$ cat src/rtl/sb_pkg.sv
// Shared types for the store buffer: FSM states and the buffered store entry.
package sb_pkg;

    localparam int SB_ADDR_W = 32;
    localparam int SB_DATA_W = 32;
    localparam int SB_WORD_W = SB_ADDR_W - 2;

    typedef enum logic [1:0] {
        IDLE,
        DRAIN,
        LOAD
    } sb_state_e;

    // One posted store: word address (byte offset dropped) and its data.
    typedef struct packed {
        logic [SB_WORD_W-1:0] word;
        logic [SB_DATA_W-1:0] data;
    } sb_entry_t;

endpackage

$ cat src/rtl/sb_fifo.sv
// Circular store FIFO with a youngest-match search for load forwarding.
module sb_fifo
    import sb_pkg::*;
#(
    parameter int DEPTH = 4
) (
    input  logic                 clk,
    input  logic                 reset,
    input  logic                 push,
    input  sb_entry_t            push_entry,
    input  logic                 pop,
    input  logic [SB_WORD_W-1:0] lookup_word,
    output sb_entry_t            head_entry,
    output logic                 full,
    output logic                 empty,
    output logic                 hit,
    output logic [SB_DATA_W-1:0] hit_data
);

    localparam int PTR_W = $clog2(DEPTH);
    localparam int CNT_W = $clog2(DEPTH + 1);

    sb_entry_t        entries [DEPTH];
    logic [PTR_W-1:0] head;
    logic [PTR_W-1:0] tail;
    logic [CNT_W-1:0] count;
    logic [PTR_W-1:0] idx;

    // Entry storage: written at the tail on push.
    // NOTE: the storage array has no reset; validity comes from count, so clearing it buys nothing.
    always_ff @(posedge clk) begin
        if (push) begin
            entries[tail] <= push_entry;
        end
    end

    // Head/tail pointers and occupancy; a simultaneous push and pop leaves count unchanged.
    // NOTE: sequential state uses non-blocking assignments so every flop samples pre-edge values.
    always_ff @(posedge clk or negedge reset) begin
        if (!reset) begin
            head  <= '0;
            tail  <= '0;
            count <= '0;
        end else begin
            if (push) tail <= tail + 1'b1;
            if (pop)  head <= head + 1'b1;
            case ({push, pop})
                2'b10:   count <= count + 1'b1;
                2'b01:   count <= count - 1'b1;
                default: ;
            endcase
        end
    end

    assign full       = (count == CNT_W'(DEPTH));
    assign empty      = (count == '0);
    assign head_entry = entries[head];

    // Walk valid entries oldest to youngest so the last match wins (youngest store).
    // NOTE: every output of this block gets a default first, otherwise a latch is inferred.
    always_comb begin
        hit      = 1'b0;
        hit_data = '0;
        idx      = '0;
        for (int i = 0; i < DEPTH; i++) begin
            idx = head + PTR_W'(i);
            if ((CNT_W'(i) < count) && (entries[idx].word == lookup_word)) begin
                hit      = 1'b1;
                hit_data = entries[idx].data;
            end
        end
    end

endmodule

$ cat src/rtl/store_buffer.sv
// Posted-write store buffer: stores retire into a FIFO and drain in the background,
// loads forward from the youngest buffered store or stall for a memory read.
// Entry layout follows the sb_pkg widths; keep ADDR_W/DATA_W in step with them.
module store_buffer
    import sb_pkg::*;
#(
    parameter int DEPTH  = 4,
    parameter int ADDR_W = SB_ADDR_W,
    parameter int DATA_W = SB_DATA_W
) (
    input  logic              clk,
    input  logic              reset,
    input  logic [ADDR_W-1:0] cpu_addr,
    input  logic [DATA_W-1:0] cpu_wdata,
    input  logic              cpu_rd,
    input  logic              cpu_wr,
    output logic [DATA_W-1:0] cpu_rdata,
    output logic              cpu_stall,
    output logic              mem_req,
    output logic              mem_we,
    output logic [ADDR_W-1:0] mem_addr,
    output logic [DATA_W-1:0] mem_wdata,
    input  logic              mem_ready,
    input  logic [DATA_W-1:0] mem_rdata,
    output logic              empty
);

    sb_state_e         state;
    sb_entry_t         new_entry;
    sb_entry_t         head_entry;
    logic              fifo_full;
    logic              fifo_empty;
    logic              fwd_hit;
    logic [DATA_W-1:0] fwd_data;
    logic [ADDR_W-3:0] cpu_word;
    logic              drain_done;
    logic              load_done;
    logic              load_miss;
    logic              store_ok;
    logic              unused_bits;

    assign cpu_word    = cpu_addr[ADDR_W-1:2];
    assign unused_bits = &{1'b0, cpu_addr[1:0]};

    assign drain_done = (state == DRAIN) && mem_ready;
    assign load_done  = (state == LOAD) && mem_ready;
    assign load_miss  = cpu_rd && !fwd_hit;
    // A full buffer still takes the store on the edge that retires the head entry.
    assign store_ok   = cpu_wr && !cpu_rd && (!fifo_full || drain_done);

    assign new_entry = '{word: cpu_word, data: cpu_wdata};

    sb_fifo #(
        .DEPTH(DEPTH)
    ) u_fifo (
        .clk        (clk),
        .reset      (reset),
        .push       (store_ok),
        .push_entry (new_entry),
        .pop        (drain_done),
        .lookup_word(cpu_word),
        .head_entry (head_entry),
        .full       (fifo_full),
        .empty      (fifo_empty),
        .hit        (fwd_hit),
        .hit_data   (fwd_data)
    );

    // CPU-side response: forwarded data, returning read data, or a stall.
    always_comb begin
        cpu_rdata = '0;
        cpu_stall = 1'b0;
        if (cpu_rd) begin
            if (fwd_hit) begin
                cpu_rdata = fwd_data;
            end else if (load_done) begin
                cpu_rdata = mem_rdata;
            end else begin
                cpu_stall = 1'b1;
            end
        end else if (cpu_wr) begin
            cpu_stall = fifo_full && !drain_done;
        end
    end

    // Memory-side FSM with registered request outputs; a load miss beats draining.
    always_ff @(posedge clk or negedge reset) begin
        if (!reset) begin
            state     <= IDLE;
            mem_req   <= 1'b0;
            mem_we    <= 1'b0;
            mem_addr  <= '0;
            mem_wdata <= '0;
        end else begin
            case (state)
                IDLE: begin
                    if (load_miss) begin
                        state    <= LOAD;
                        mem_req  <= 1'b1;
                        mem_we   <= 1'b0;
                        mem_addr <= {cpu_word, 2'b00};
                    end else if (!fifo_empty) begin
                        state     <= DRAIN;
                        mem_req   <= 1'b1;
                        mem_we    <= 1'b1;
                        mem_addr  <= {head_entry.word, 2'b00};
                        mem_wdata <= head_entry.data;
                    end
                end
                DRAIN, LOAD: begin
                    if (mem_ready) begin
                        state   <= IDLE;
                        mem_req <= 1'b0;
                        mem_we  <= 1'b0;
                    end
                end
                default: state <= IDLE;
            endcase
        end
    end

    assign empty = fifo_empty && (state == IDLE);

    // Simultaneous load and store is a pipeline bug; the load wins and the store is dropped.
    assert property (@(posedge clk) disable iff (!reset) !(cpu_rd && cpu_wr));

endmodule

$ cat config.mk
export PLATFORM = sky130hd
export DESIGN_NAME = store_buffer
export DESIGN_NICKNAME = d
export VERILOG_FILES = /design/src/rtl/sb_pkg.sv /design/src/rtl/sb_fifo.sv /design/src/rtl/store_buffer.sv
export SDC_FILE = /design/constraint.sdc
export NUM_CORES = 1
export LEC_CHECK = 0
export ABC_AREA = 1
export ABC_CLOCK_PERIOD_IN_PS = 3870
export BUFFER_PORTS_ARGS = -buffer_cell sky130_fd_sc_hd__buf_2
export CAP_MARGIN = 20
export CORE_MARGIN = 3
export CORE_UTILIZATION = 35
export CTS_CLUSTER_SIZE = 20
export DETAILED_ROUTE_END_ITERATION = 8
export REMOVE_ABC_BUFFERS = 1
export SETUP_SLACK_MARGIN = 0.3
export SLEW_MARGIN = 25
export SYNTH_ARGS = -nofsm -noshare
export SYNTH_HDL_FRONTEND = slang
export SYNTH_HIERARCHICAL = 1
export SYNTH_SLANG_ARGS = --single-unit
$ cat constraint.sdc
create_clock -name clk -period 3.87 [get_ports clk]
set_input_delay 0.387 -clock clk [delete_from_list [all_inputs] [get_ports clk]]
set_output_delay 0.387 -clock clk [all_outputs]
set_load 0.02 [all_outputs]
==> summary.txt <==
outcome: finished, violations left
failing checks: setup timing
Req. time, crit path: 3.48 ns
largest net degree at the start of global routing: 129
Port Buffers: 196
R2R Setup Slk: 0.10 ns
cell leakage power: 13.9 nW
Setup WS pre-CTS: 0.0793 ns
htree depth: 2
final hold vios: 0
chip width: 257 um
CTS Buf Count: 39
first-pass GRT wire length: 114000 um
period utilization: 108%
CP endpoint kind: output pin
vias in the first global route: 19.5k
Num Clock Sinks: 321
share of layout cells above drive strength 1: 21.0%
clk slew on worst S/H paths: 0.06 ns
placed instance area: 23900 um2
Mapped Cells: 3299
final core utilization: 46.7%
Routed WL: 81900 um
Clock Latency Late Sink: 0.57 ns
pwr/cell area: 793 nW/um2
Avg Inst Size Synth: 6.66 um2
Routed WL per cell: 18.6 um
RePlAce Congestion: 0.918
Non-Filler Instances: 4416
overall power: 22.9 mW
synthesis-to-layout area growth: 31.6%
Seq/Total Area, Yosys: 42.2%
vias after detailed routing: 22.4k
I/O Pins: 201
CP Data Arrival Time: 3.78 ns
chip height: 257 um
Initial Util: 35.5%
CP Class: reg2out
antenna-violating nets left: 0
Final nets: 3656
DR pass1 iterations: 8
Final Setup Violations: 33
Placed Cells: 4213
CTS tree: yes
Slew Viols, Final: 0
Design Area, Final: 28900 um2
Synth Warn #: 6
final setup TNS: -8.84 ns
GRT Util Overall: 22.4%
worst slew pin tran: 0.859 ns
CP max FO: 10
# rows: 91
initial antenna violation count: 7
die area: 65800 um2
max cap viols: 0
Layout fillers: 6177
setup repair after global routing missed its margin: yes
skew final: 0.0271 ns
DR iter-0 viols: 2357
drt drc: 0
Core Area: 61900 um2
Synth cell types: 30
Slew Limit Headroom: 42.8%
hpwl dp: 47200 um
Via density: 5.07
Mapped Area: 22000 um2
GRT overflow: 0
CTS max path bufs: 3
Setup WS post-layout: -0.299 ns
clock root buffer: clkbuf_16
Worst Setup Start Kind: flip-flop
Final Critical Period: 4.17 ns
FMAX: 240 MHz
VDD IR-drop max: 469 uV
worst hold-check path type: in2reg
Synth Register Bits: 321
Hold Slack: 0.0292 ns
==> synth_stat cells (all sizes together) <==
| master | n | area share (%) |
|---|---|---|
| a21oi | 73 | 1.7 |
| buf | 127 | 3.4 |
| clkbuf | 58 | 0.99 |
| clkinv | 4 | 0.068 |
| conb | 1 | 0.017 |
| dfrtp | 73 | 8.3 |
| edfxtp | 248 | 34 |
| ha | 12 | 0.68 |
| inv | 351 | 6.0 |
| nand2 | 1596 | 27 |
| nand2b | 1 | 0.028 |
| nand3 | 201 | 4.6 |
| nand4 | 5 | 0.14 |
| nor2 | 92 | 1.6 |
| nor3 | 1 | 0.023 |
| o211ai | 33 | 1.1 |
| o21ai | 395 | 9.0 |
| o22ai | 3 | 0.085 |
| or2 | 2 | 0.057 |
| xnor2 | 2 | 0.080 |
| xor2 | 21 | 0.84 |
==> logic make-up (layout without fill, tap and decap cells) <==
group | Yosys count | in the layout | share of synthesized area, %
buffers and inverters | 540 | 811 | 10.5
other | 1 | 8 | 0.0171
adder cells (fa/ha/maj) | 12 | 12 | 0.683
AO/OA/AOI/OAI | 504 | 504 | 11.9
flip-flops | 321 | 321 | 42.2
AND/OR/NAND/NOR | 1898 | 1900 | 33.8
XOR/XNOR | 23 | 23 | 0.917
==> worst max-delay path, stage by stage (launching register included) <==
cell and delay (ns):
dfrtp_4 0.54, inv_8 0.06, buf_12 0.15, nand2_8 0.10, nand2_8 0.13, buf_12 0.17
o211ai_1 0.27, o21ai_1 0.12, nor2_1 0.19, nand2_1 0.12, nor2_2 0.12, nand2_2 0.08
nor2_4 0.13, buf_12 0.15, nor2_1 0.06, nand3_2 0.08, clkinv_4 0.14, clkbuf_16 0.21
o21ai_1 0.15, a21oi_1 0.05, buf_4 0.15
==> report_power, final <==
| group | switching (mW) | internal, mW | total [mW] | leakage, nW |
|---|---|---|---|---|
| Clock | 1.55 | 2.09 | 3.64 | 0.608 |
| Sequential | 0.347 | 4.41 | 4.75 | 3.15 |
| Combinational | 9.28 | 5.26 | 14.5 | 10.1 |
==> cells in the final DEF, fill, tap and decap left out, types with 33 or more instances in the layout <==
| master | n |
|---|---|
| nand2_1 | 1465 |
| inv_1 | 331 |
| o21ai_0 | 268 |
| edfxtp_1 | 248 |
| buf_2 | 162 |
| nand3_1 | 147 |
| nand2_2 | 107 |
| buf_4 | 86 |
| o21ai_1 | 81 |
| dfrtp_1 | 71 |
| nor2_1 | 65 |
| buf_12 | 60 |
| clkbuf_16 | 58 |
| a21oi_1 | 55 |
| nand3_2 | 51 |
| o21ai_2 | 40 |
| o211ai_1 | 33 |
==> area by class of cell <==
cell class              count  area, um2  area share, %
multi-input cells        2441      11600           40.3
flip-flops and latches    321       9280           32.1
repair buffers            385       4300           14.9
inverters                 355       1380           4.76
well taps                 837       1050           3.62
clock buffers              46       1010           3.50
clock inverters            25        231          0.801
diodes                      6       15.0         0.0519
==> routing by layer <==
metal / share of wire (%) / GRT usage (%)
met5: 0.039 / 0
met3: 9.2 / 3.91
met1: 41 / 29.6
met2: 47 / 37.4
met4: 3.3 / 6.71
==> path summary, 6_finish.rpt <==
path	cells past startpoint	to	start
min in group asynchronous	2	mem_addr[30]	reset
max	20	cpu_rdata[23]	u_fifo/head[0]
max reg2reg	25	mem_addr[27]	u_fifo/head[0]
max in group asynchronous	3	mem_addr[7]	reset
min reg2reg	2	mem_we	mem_we
min	1	u_fifo/entries[3][0]	cpu_wdata[0]
==> registers in the layout, summed over array words and instances (netlist names), 2 cells and up <==
register,count
u_fifo/entries,248
mem_wdata,32
mem_addr,30
u_fifo/count,3
state,2
u_fifo/head,2
u_fifo/tail,2
==> repair_timing <==
| item | in CTS | in global routing |
|---|---|---|
| pin swaps | 62 | 68 |
| cloned | 29 | 23 |
| resized for setup | 259 | 272 |
| setup buffers | 42 | 29 |
| hold buffers | 3 | 0 |
| endpoints found under the hold margin | 54 | 0 |
| setup endpoints to repair | 70 | 99 |
Power figures use the tool's default switching activity.
